--- src/rtl/waveform_sequencer.sv ---
// waveform_sequencer: burst phase generator feeding a sine/cosine lookup.
// A start latches period/cycles, a restoring divider derives the phase
// increment inc = floor(2^24 / (CLK_PER_US*period)), then a 24-bit phase
// accumulator runs until the requested number of wraps or a stop.
// Optional feature macro: WAVEFORM_SEQUENCER_RETUNE_EN (background re-divide
// when period changes mid-run, phase-continuous).
module waveform_sequencer #(
  parameter int CLK_PER_US = 10
) (
  input  logic        clock,
  input  logic        reset,
  input  logic        start,
  input  logic        stop,
  input  logic [7:0]  period,
  input  logic [7:0]  cycles,
  output logic [12:0] p1,
  output logic        phase_valid,
  output logic        busy,
  output logic        wrap,
  output logic        done,
  output logic        err
);

  typedef enum logic [1:0] {IDLE, CALC, RUN, DONE} state_t;

  state_t      state;
  logic [7:0]  cycles_lat;
  logic [11:0] den;
  logic [11:0] rem;
  logic [23:0] quo;
  logic [4:0]  div_cnt;
  logic [23:0] inc;
  logic [23:0] acc;
  logic [7:0]  wrap_cnt;
`ifdef WAVEFORM_SEQUENCER_RETUNE_EN
  logic [7:0]  period_lat;
  logic        bg_busy;
`endif

  // Divider step, accumulator sum and wrap bookkeeping.
  logic [11:0] den_new;
  logic [12:0] rem_shift;
  logic [12:0] rem_diff;
  logic        q_bit;
  logic [11:0] rem_step;
  logic [23:0] quo_step;
  logic        div_last;
  logic [24:0] acc_sum;
  logic        carry;
  logic        final_wrap;
  logic [7:0]  wrap_cnt_inc;
  logic [1:0]  div_unused;

  assign den_new = 12'(CLK_PER_US) * {4'd0, period};

  // One restoring-division step; the dividend 2^24 contributes a 1 only on the first step.
  always_comb begin
    rem_shift = {rem, (div_cnt == 5'd0)};
    rem_diff  = rem_shift - {1'b0, den};
    q_bit     = (rem_shift >= {1'b0, den});
    rem_step  = q_bit ? rem_diff[11:0] : rem_shift[11:0];
    quo_step  = {quo[22:0], q_bit};
    div_last  = (div_cnt == 5'd24);
  end

  // Leading quotient bit is always zero for any legal denominator (>= 2).
  assign div_unused = {quo[23], rem_diff[12]};

  assign acc_sum      = {1'b0, acc} + {1'b0, inc};
  assign carry        = acc_sum[24];
  assign final_wrap   = carry && (cycles_lat != 8'd0) &&
                        ((9'(wrap_cnt) + 9'd1) == {1'b0, cycles_lat});
  assign wrap_cnt_inc = (wrap_cnt == 8'hFF) ? 8'hFF : wrap_cnt + 8'd1;

  // acc is held at zero outside RUN, so p1 reads zero there.
  assign p1 = acc[23:11];

  // Sequencer FSM with registered status outputs.
  always_ff @(posedge clock) begin
    if (!reset) begin
      state       <= IDLE;
      cycles_lat  <= 8'd0;
      den         <= 12'd0;
      rem         <= 12'd0;
      quo         <= 24'd0;
      div_cnt     <= 5'd0;
      inc         <= 24'd0;
      acc         <= 24'd0;
      wrap_cnt    <= 8'd0;
      phase_valid <= 1'b0;
      busy        <= 1'b0;
      wrap        <= 1'b0;
      done        <= 1'b0;
      err         <= 1'b0;
`ifdef WAVEFORM_SEQUENCER_RETUNE_EN
      period_lat  <= 8'd0;
      bg_busy     <= 1'b0;
`endif
    end else begin
      wrap <= 1'b0;
      done <= 1'b0;
      case (state)
        IDLE: begin
          if (start && !stop) begin
            if (period == 8'd0) begin
              err <= 1'b1;
            end else begin
              err        <= 1'b0;
              cycles_lat <= cycles;
              den        <= den_new;
              rem        <= 12'd0;
              quo        <= 24'd0;
              div_cnt    <= 5'd0;
              busy       <= 1'b1;
              state      <= CALC;
`ifdef WAVEFORM_SEQUENCER_RETUNE_EN
              period_lat <= period;
              bg_busy    <= 1'b0;
`endif
            end
          end
        end
        CALC: begin
          if (stop) begin
            busy  <= 1'b0;
            state <= IDLE;
          end else begin
            rem     <= rem_step;
            quo     <= quo_step;
            div_cnt <= div_cnt + 5'd1;
            if (div_last) begin
              inc         <= quo_step;
              acc         <= 24'd0;
              wrap_cnt    <= 8'd0;
              phase_valid <= 1'b1;
              state       <= RUN;
            end
          end
        end
        RUN: begin
          if (stop) begin
            // Abort wins even over a coinciding final wrap.
            acc         <= 24'd0;
            phase_valid <= 1'b0;
            busy        <= 1'b0;
            state       <= IDLE;
          end else if (final_wrap) begin
            acc         <= 24'd0;
            wrap_cnt    <= wrap_cnt_inc;
            phase_valid <= 1'b0;
            busy        <= 1'b0;
            wrap        <= 1'b1;
            done        <= 1'b1;
            state       <= DONE;
          end else begin
            acc  <= acc_sum[23:0];
            wrap <= carry;
            if (carry) begin
              wrap_cnt <= wrap_cnt_inc;
            end
`ifdef WAVEFORM_SEQUENCER_RETUNE_EN
            // Background re-divide: acc keeps using the old inc until the result lands.
            if (period != period_lat) begin
              if (period == 8'd0) begin
                err     <= 1'b1;
                bg_busy <= 1'b0;
              end else begin
                period_lat <= period;
                den        <= den_new;
                rem        <= 12'd0;
                quo        <= 24'd0;
                div_cnt    <= 5'd0;
                bg_busy    <= 1'b1;
              end
            end else if (bg_busy) begin
              rem     <= rem_step;
              quo     <= quo_step;
              div_cnt <= div_cnt + 5'd1;
              if (div_last) begin
                inc     <= quo_step;
                bg_busy <= 1'b0;
              end
            end
`endif
          end
        end
        DONE: begin
          state <= IDLE;
        end
        default: begin
          state <= IDLE;
        end
      endcase
    end
  end

endmodule

--- config.mk ---
export PLATFORM = sky130hd
export DESIGN_NAME = waveform_sequencer
export DESIGN_NICKNAME = d
export VERILOG_FILES = /design/src/rtl/waveform_sequencer.sv
export SDC_FILE = /design/constraint.sdc
export NUM_CORES = 1
export LEC_CHECK = 0
export BUFFER_PORTS_ARGS = -buffer_cell sky130_fd_sc_hd__buf_4
export CORE_MARGIN = 2
export CORE_UTILIZATION = 35
export CTS_BUF_LIST = sky130_fd_sc_hd__clkbuf_8
export DETAILED_ROUTE_END_ITERATION = 12
export PLACE_DENSITY = 0.48
export SYNTH_ARGS = -nofsm -noshare
export SYNTH_HDL_FRONTEND = slang
export SYNTH_SLANG_ARGS = --single-unit
--- constraint.sdc ---
create_clock -name clock -period 4.75 [get_ports clock]
set_input_delay 0.2375 -clock clock [delete_from_list [all_inputs] [get_ports clock]]
set_output_delay 0.2375 -clock clock [all_outputs]
set_load 0.01 [all_outputs]
==> out/summary.json, run 1 <==
{
  "first_pass_iters": {"value": 4},
  "grt.overflow.total": {"value": 0},
  "timing.critical_path.to": {"value": "acc[18]"},
  "maxUsedRoutingLayer": {"value": "met4"},
  "cts_buffer_depth": {"value": 2},
  "syn-num-nets": {"value": 972},
  "drv_slew": {"value": 0},
  "antenna_violating_nets_post_route": {"value": 0},
  "seq_area_frac_synth": {"value": 33.8, "unit": "%"},
  "post_synth_instance_area": {"value": 7220, "unit": "um^2"},
  "drc_markers": {"value": 0},
  "timing.final.ws_setup": {"value": 1.50, "unit": "ns"},
  "core.rowCount": {"value": 52},
  "yosys.area.top_type": {"value": "dfxtp_1"},
  "clkSlewWorstSetupHoldPaths": {"value": 0.08, "unit": "ns"},
  "cap_violations": {"value": 0},
  "synth.top_cells.by_count": {"value": "nand2_1 (151), dfxtp_1 (122), a21oi_1 (114), ha_1 (54), nor2_1 (45)"},
  "vdd.ir_drop.worst": {"value": 0.157, "unit": "mV"},
  "drt-wirelength-per-cell": {"value": 14.7, "unit": "um"},
  "dieWidth": {"value": 148, "unit": "um"},
  "detailroute.via_count": {"value": 6091},
  "start_util": {"value": 35.7, "unit": "%"},
  "drtIter0Drc": {"value": 345},
  "cts_made_buffers": {"value": 17},
  "p_leak": {"value": 3.15, "unit": "nW"},
  "max_clock_freq": {"value": 308, "unit": "MHz"},
  "critical_path.startpoint": {"value": "inc[9]"},
  "placeableCoreArea": {"value": 20200, "unit": "um^2"},
  "worst-r2r-cell-count": {"value": 8},
  "die_y": {"value": 148, "unit": "um"},
  "critical_path_required": {"value": 5.13, "unit": "ns"},
  "postCtsSetupRepairBufs": {"value": 0},
  "holdBufCountCts": {"value": 0},
  "wl_met2": {"value": 7900, "unit": "um"},
  "place_congestion": {"value": 0.805},
  "antenna_found_initial": {"value": 0},
  "worst-slew-pin-transition": {"value": 1.09, "unit": "ns"},
  "io_buffers": {"value": 37},
  "rsz0062_at_grt": {"value": "no"},
  "yosys_register_bits": {"value": 122},
  "yosys.cell_types.count": {"value": 69},
  "critical_path_peak_fanout": {"value": 24},
  "met1_length": {"value": 8660, "unit": "um"},
  "grt_pass1_wl": {"value": 29500, "unit": "um"},
  "final_hold_viol_count": {"value": 0},
  "synth_cells": {"value": 895},
  "grt_start_max_net_pins": {"value": 55},
  "grt.total_usage": {"value": 16.6, "unit": "%"},
  "result_of_the_run": {"value": "completed"},
  "total_die_area": {"value": 21800, "unit": "um^2"},
  "antenna_diode_count": {"value": 0},
  "power_per_cell_area": {"value": 306, "unit": "nW/um^2"},
  "fin_worst_skew": {"value": 0.0138, "unit": "ns"},
  "setup_viol_count_final": {"value": 0},
  "slew_headroom": {"value": 27.0, "unit": "%"},
  "netlist.area_leader.share": {"value": 33.8, "unit": "%"},
  "grt_pass1_vias": {"value": 5931},
  "place_worst_setup_slack": {"value": 1.50, "unit": "ns"},
  "via_per_inst": {"value": 5.15},
  "clock_tree.htree_level_count": {"value": 4},
  "synth_most_common_cell": {"value": "nand2_1"},
  "rr_endpoint": {"value": "acc[18]"},
  "final_min_period_over_clock_period": {"value": 68.4, "unit": "%"},
  "worst_setup_path_end_kind": {"value": "register"},
  "setup.worst_path.class": {"value": "reg2reg"},
  "post_cts_resize_count": {"value": 0},
  "critical_path_arrival": {"value": 3.63, "unit": "ns"},
  "synth-async-reset-ratio": {"value": 0, "unit": "%"},
  "fin_crit": {"value": 3.25, "unit": "ns"},
  "numClockSinks": {"value": 122},
  "synthTopCellsByArea": {"value": "dfxtp_1 (34%), ha_1 (9.4%), a21oi_1 (7.9%), nand2_1 (7.9%), xnor2_1 (3.0%)"},
  "met3_length": {"value": 553, "unit": "um"},
  "type_of_the_tightest_min_delay_check": {"value": "in2reg"},
  "final-instance-count-excl-fill": {"value": 1182},
  "timing.rr.start": {"value": "inc[9]"},
  "place_inst": {"value": 1151},
  "io_pins": {"value": 38},
  "synth_enable_flop_cells": {"value": 0},
  "yosys_warnings": {"value": 0},
  "final.setup.tns": {"value": 0, "unit": "ns"},
  "route.final.wire_length": {"value": 17300, "unit": "um"},
  "tritoncts": {"value": "built"},
  "dp_hpwl": {"value": 12300, "unit": "um"},
  "clockRootBuffer": {"value": "clkbuf_8"},
  "critical_path.startpoint_type": {"value": "register"},
  "drive_gt1_share": {"value": 10.5, "unit": "%"},
  "finalNetCount": {"value": 977},
  "areaGrowthSynthToFinish": {"value": 11.0, "unit": "%"},
  "syn_avg_cell_area": {"value": 8.06, "unit": "um^2"},
  "timing.reg2reg.setup_slack": {"value": 1.50, "unit": "ns"},
  "worstSkewPairLatency": {"value": 0.44, "unit": "ns"},
  "ys.flop_type": {"value": "dfxtp_1"}
}
-- flip-flops by register name (all words and copies together), names as in the netlist, 2 cells and up --
register,flops
rem,12
inc,24
quo,23
div_cnt,5
state,2
wrap_cnt,8
acc,24
den,11
cycles_lat,8
-- worst min-delay path by stage --
| stage | start | cells after the start | end | slack [ns] |
|---|---|---|---|---|
| global placement | quo[22] | 2 | quo[22] | 0.44 |
| CTS | cycles[0] | 3 | cycles_lat[0] | 0.01 |
| detailed placement | quo[22] | 2 | quo[22] | 0.45 |
| global route | cycles[0] | 3 | cycles_lat[0] | 0.02 |
| finish | cycles[0] | 3 | cycles_lat[0] | 0.04 |
| floorplan | period[0] | 2 | den[1] | 0.37 |
-- logic make-up (layout without fill, tap and decap cells) --
group / Yosys count / count (layout) / share of synthesized area, %
compound gates: 256 / 256 / 23.1
xor+xnor: 35 / 35 / 4.25
fa+ha+maj: 57 / 57 / 10.2
buf+inv: 95 / 112 / 6.27
flops: 122 / 122 / 33.8
mux: 14 / 14 / 1.99
simple gates: 316 / 316 / 20.4
-- critical path: stages (launching register included) --
cell      delay [ns]
dfxtp_1         0.32
ha_1            0.41
a211oi_1        0.36
o211ai_1        0.14
a21boi_1        0.32
a31oi_4         0.20
a31oi_4         0.23
and3_1          0.92
a32o_1          0.29
-- cells in the final DEF (no fill, tap or decap), types with 7 or more instances in the layout --
cell type  count
a21oi_1      114
nor2b_1       10
o211ai_1       9
nor3_1        14
mux2i_1       11
o21ai_0       35
a21o_1        11
nand4_1        8
buf_4         44
nor4_1         7
clkbuf_8      21
nand3_1       37
a22o_1        19
nor2_1        43
a211oi_1       7
xor2_1        10
nand2_1      151
xnor2_1       25
or3_1         10
o21a_1         8
dfxtp_1      122
and3_1        11
inv_1         39
ha_1          54
-- routing by layer --
layer | track usage, % | vias to the layer above
li1 | - | 3181
met1 | 22.1 | 2799
met2 | 27.4 | 92
met3 | 3.30 | 19
met4 | 4.23 | 0
met5 | 0 | -
-- power breakdown --
part / leakage (nW) / internal (mW) / switching, mW
sequential: 0.985 / 1.04 / 0.0138
clock: 0.231 / 0.618 / 0.425
combinational: 1.94 / 0.141 / 0.215
total: 3.15 / 1.80 / 0.654
-- final cells by class --
cell class / count / area (um^2)
Multi-Input combinational cell: 678 / 4330
Inverter: 37 / 139
Clock buffer: 21 / 289
Clock inverter: 10 / 149
Tap cell: 270 / 338
Sequential cell: 122 / 2440
Fill cell: 2163 / 12200
Timing Repair Buffer: 44 / 330
-- per-stage QoR --
stage	hold WS, ns	util, %	cell area [um^2]	total power, mW
floorplan	0.373	-	7220	1.35
global placement	0.441	37.4	7580	1.44
detailed placement	0.445	37.4	7580	1.44
CTS	0.0109	39.6	8020	2.49
global route	0.0238	39.6	8020	2.57
finish	0.0366	39.6	8020	2.45
No activity file was read; power rests on OpenSTA's default activity.
==> run 2: changes to the inputs <==
==> constraint.sdc (replaced) <==
create_clock -name clock -period 3.1 [get_ports clock]
set_input_delay 0.155 -clock clock [delete_from_list [all_inputs] [get_ports clock]]
set_output_delay 0.155 -clock clock [all_outputs]
set_load 0.01 [all_outputs]
==> run 2 against run 1 <==
  * Sequential power up 53%
  * Final cell count grew 1.4%
  * Routed wire length about the same
  * Via count grew 1.3%
  * Sequential share of layout area shrank 0.49 points
  * Critical path type unchanged
  * Worst setup slack worse by 1.2 ns
  * Maximum frequency is 17% higher
  * Critical path depth rose by 3
==> out/summary.json, run 2 (synthesis gave the netlist of run 1 again) <==
{
  "result_of_the_run": {"value": "completed"},
  "timing.final.ws_setup": {"value": 0.334, "unit": "ns", "change": "-1.17 ns"},
  "type_of_the_tightest_min_delay_check": {"value": "in2reg"},
  "grt_pass1_vias": {"value": 6024, "change": "+1.6%"},
  "final_core_utilization": {"value": 40.3, "unit": "%", "change": "+0.65 points"},
  "max_clock_freq": {"value": 361, "unit": "MHz", "change": "+17%"},
  "slew_headroom": {"value": 23.1, "unit": "%", "change": "-3.9 points"},
  "grt_pass1_wl": {"value": 30000, "unit": "um", "change": "+1.5%"},
  "place_congestion": {"value": 0.840, "change": "+4.3%"},
  "finalNetCount": {"value": 993, "change": "+1.6%"},
  "worstSkewPairLatency": {"value": 0.44, "unit": "ns", "change": "about the same"},
  "clock_tree.htree_level_count": {"value": 4, "change": "unchanged"},
  "fin_crit": {"value": 2.77, "unit": "ns", "change": "-0.483 ns"},
  "final_min_period_over_clock_period": {"value": 89.2, "unit": "%", "change": "+21 points"},
  "p_leak": {"value": 3.21, "unit": "nW", "change": "+1.8%"},
  "core.rowCount": {"value": 52, "change": "unchanged"},
  "grt.total_usage": {"value": 16.8, "unit": "%", "change": "+0.29 points"},
  "critical_path_peak_fanout": {"value": 24, "change": "unchanged"},
  "finalInstanceArea": {"value": 8150, "unit": "um^2", "change": "+1.6%"},
  "area.sequential": {"value": 2440, "unit": "um^2", "change": "unchanged"},
  "drc_markers": {"value": 0, "change": "unchanged"},
  "place_worst_setup_slack": {"value": 0.356, "unit": "ns", "change": "-1.14 ns"},
  "setup.worst_path.class": {"value": "reg2reg"},
  "drt-wirelength-per-cell": {"value": 14.5, "unit": "um", "change": "-1.5%"},
  "worst_setup_path_end_kind": {"value": "register"},
  "fin_worst_skew": {"value": 0.0104, "unit": "ns", "change": "-0.00333 ns"},
  "vdd.ir_drop.worst": {"value": 0.245, "unit": "mV", "change": "+56%"},
  "cts_made_buffers": {"value": 17, "change": "unchanged"},
  "critical_path.startpoint_type": {"value": "register"},
  "delay_contributed_by_the_slowest_stage_of_the_critical_path": {"value": 0.40, "unit": "ns", "change": "-0.52 ns"},
  "crit_path_slowest_cell": {"value": "fa_1"},
  "antenna_diode_count": {"value": 0, "change": "unchanged"},
  "start_util": {"value": 35.7, "unit": "%", "change": "unchanged"},
  "via_per_inst": {"value": 5.15, "change": "-0.16%"},
  "multi_input_area": {"value": 4330, "unit": "um^2", "change": "unchanged"},
  "areaGrowthSynthToFinish": {"value": 12.9, "unit": "%"},
  "grt.overflow.total": {"value": 0, "change": "unchanged"},
  "grt_start_max_net_pins": {"value": 55, "change": "unchanged"},
  "layout_top_registers": {"value": "acc (24), inc (24), quo (23)"},
  "drtIter0Drc": {"value": 236, "change": "-32%"},
  "detailroute.via_count": {"value": 6169, "change": "+1.3%"},
  "timing.critical_path.mode_cell": {"value": "a31oi_4"},
  "tritoncts": {"value": "built"},
  "total_die_area": {"value": 21800, "unit": "um^2", "change": "unchanged"},
  "detailed_place.area": {"value": 7620, "unit": "um^2", "change": "+0.59%"},
  "final.setup.tns": {"value": 0, "unit": "ns", "change": "unchanged"},
  "worst-slew-pin-transition": {"value": 1.15, "unit": "ns", "change": "+0.0570 ns"},
  "io_pins": {"value": 38, "change": "unchanged"},
  "layout.cells.most_common_list": {"value": "nand2_1 (151), dfxtp_1 (122), a21oi_1 (114), ha_1 (54), buf_4 (50)"},
  "first_pass_iters": {"value": 4, "change": "unchanged"},
  "layout.cells.most_common": {"value": "nand2_1"},
  "critical_path_required": {"value": 3.43, "unit": "ns", "change": "-1.70 ns"},
  "dp_hpwl": {"value": 12500, "unit": "um", "change": "+1.7%"},
  "critical_path_arrival": {"value": 3.10, "unit": "ns", "change": "-0.53 ns"},
  "postCtsSetupRepairBufs": {"value": 0, "change": "unchanged"},
  "final_hold_viol_count": {"value": 0, "change": "unchanged"},
  "clkSlewWorstSetupHoldPaths": {"value": 0.08, "unit": "ns", "change": "about the same"},
  "cts_buffer_depth": {"value": 2, "change": "unchanged"},
  "power_per_cell_area": {"value": 455, "unit": "nW/um^2", "change": "+49%"},
  "placeableCoreArea": {"value": 20200, "unit": "um^2", "change": "unchanged"},
  "clockRootBuffer": {"value": "clkbuf_8"},
  "antenna_found_initial": {"value": 0, "change": "unchanged"},
  "route.final.wire_length": {"value": 17300, "unit": "um", "change": "about the same"},
  "rsz0062_at_grt": {"value": "no"},
  "drv_slew": {"value": 0, "change": "unchanged"},
  "die_y": {"value": 148, "unit": "um", "change": "unchanged"},
  "fillerInstances": {"value": 2136, "change": "-1.2%"},
  "dieWidth": {"value": 148, "unit": "um", "change": "unchanged"},
  "io_buffers": {"value": 37, "change": "unchanged"},
  "drive_gt1_share": {"value": 11.2, "unit": "%", "change": "+0.67 points"},
  "hold-worst-slack": {"value": 0.0518, "unit": "ns", "change": "+0.0153 ns"},
  "setup_viol_count_final": {"value": 0, "change": "unchanged"},
  "cap_violations": {"value": 0, "change": "unchanged"},
  "numClockSinks": {"value": 122, "change": "unchanged"},
  "crit_path_cell_trace": {"value": "ha_1 -> inv_1 -> fa_1 -> nor2b_1 -> o31a_1 -> o21ai_2 -> a31oi_4 -> a31oi_4 -> and3_1 -> buf_4 -> a32o_1"},
  "antenna_violating_nets_post_route": {"value": 0, "change": "unchanged"}
}
run 2: worst paths after layout:
check | from | end | slack, ns | depth (start not counted)
worst min register to register | den[8] | den[8] | 0.45 | 2
worst max register to register | inc[0] | acc[21] | 0.33 | 11
worst max-delay path | inc[0] | acc[21] | 0.33 | 11
worst min-delay path | period[7] | den[11] | 0.05 | 3
run 2: stage by stage:
| stage | power, mW | std cells |
|---|---|---|
| final | 3.71 | 1199 |
| after floorplan | 2.06 | 895 |
| after CTS | 3.77 | 1199 |
| after global placement | 2.22 | 1157 |
| after global routing | 3.91 | 1199 |
| after detailed placement | 2.22 | 1157 |
run 2: layer usage:
layer	routed length (um)	share of wire, %	vias to the layer above	GRT usage [%]
met3	433	2.5	10	3.52
met2	7970	46	68	28.0
met5	0	0	-	0
met1	8800	51	2861	22.5
met4	122	0.70	0	4.04
li1	-	-	3230	-
run 2: critical path: cells and delay by family (launching register included):
family	cells	cell delay (ns)
fa+ha+maj	2	0.60
compound gates	5	1.06
buf+inv	2	0.29
simple gates	2	0.37
flops	1	0.34
run 2: final cells by class:
type / count / share of cell area (%)
clock buffer: 20 / 3.38
clock inverter: 12 / 1.83
inverter: 37 / 1.70
multi-input combinational: 678 / 53.1
sequential: 122 / 30.0
tap: 270 / 4.15
timing repair buffer: 60 / 5.84
run 2: timing repair:
action,in CTS,in global routing
resized for setup,0,0
endpoints found under the hold margin,10,0
hold buffers,10,0
run 2: report_power, final:
group	internal (mW)	switching (mW)
combinational	0.240	0.330
sequential	1.59	0.0209
clock	0.854	0.667
total	2.69	1.02
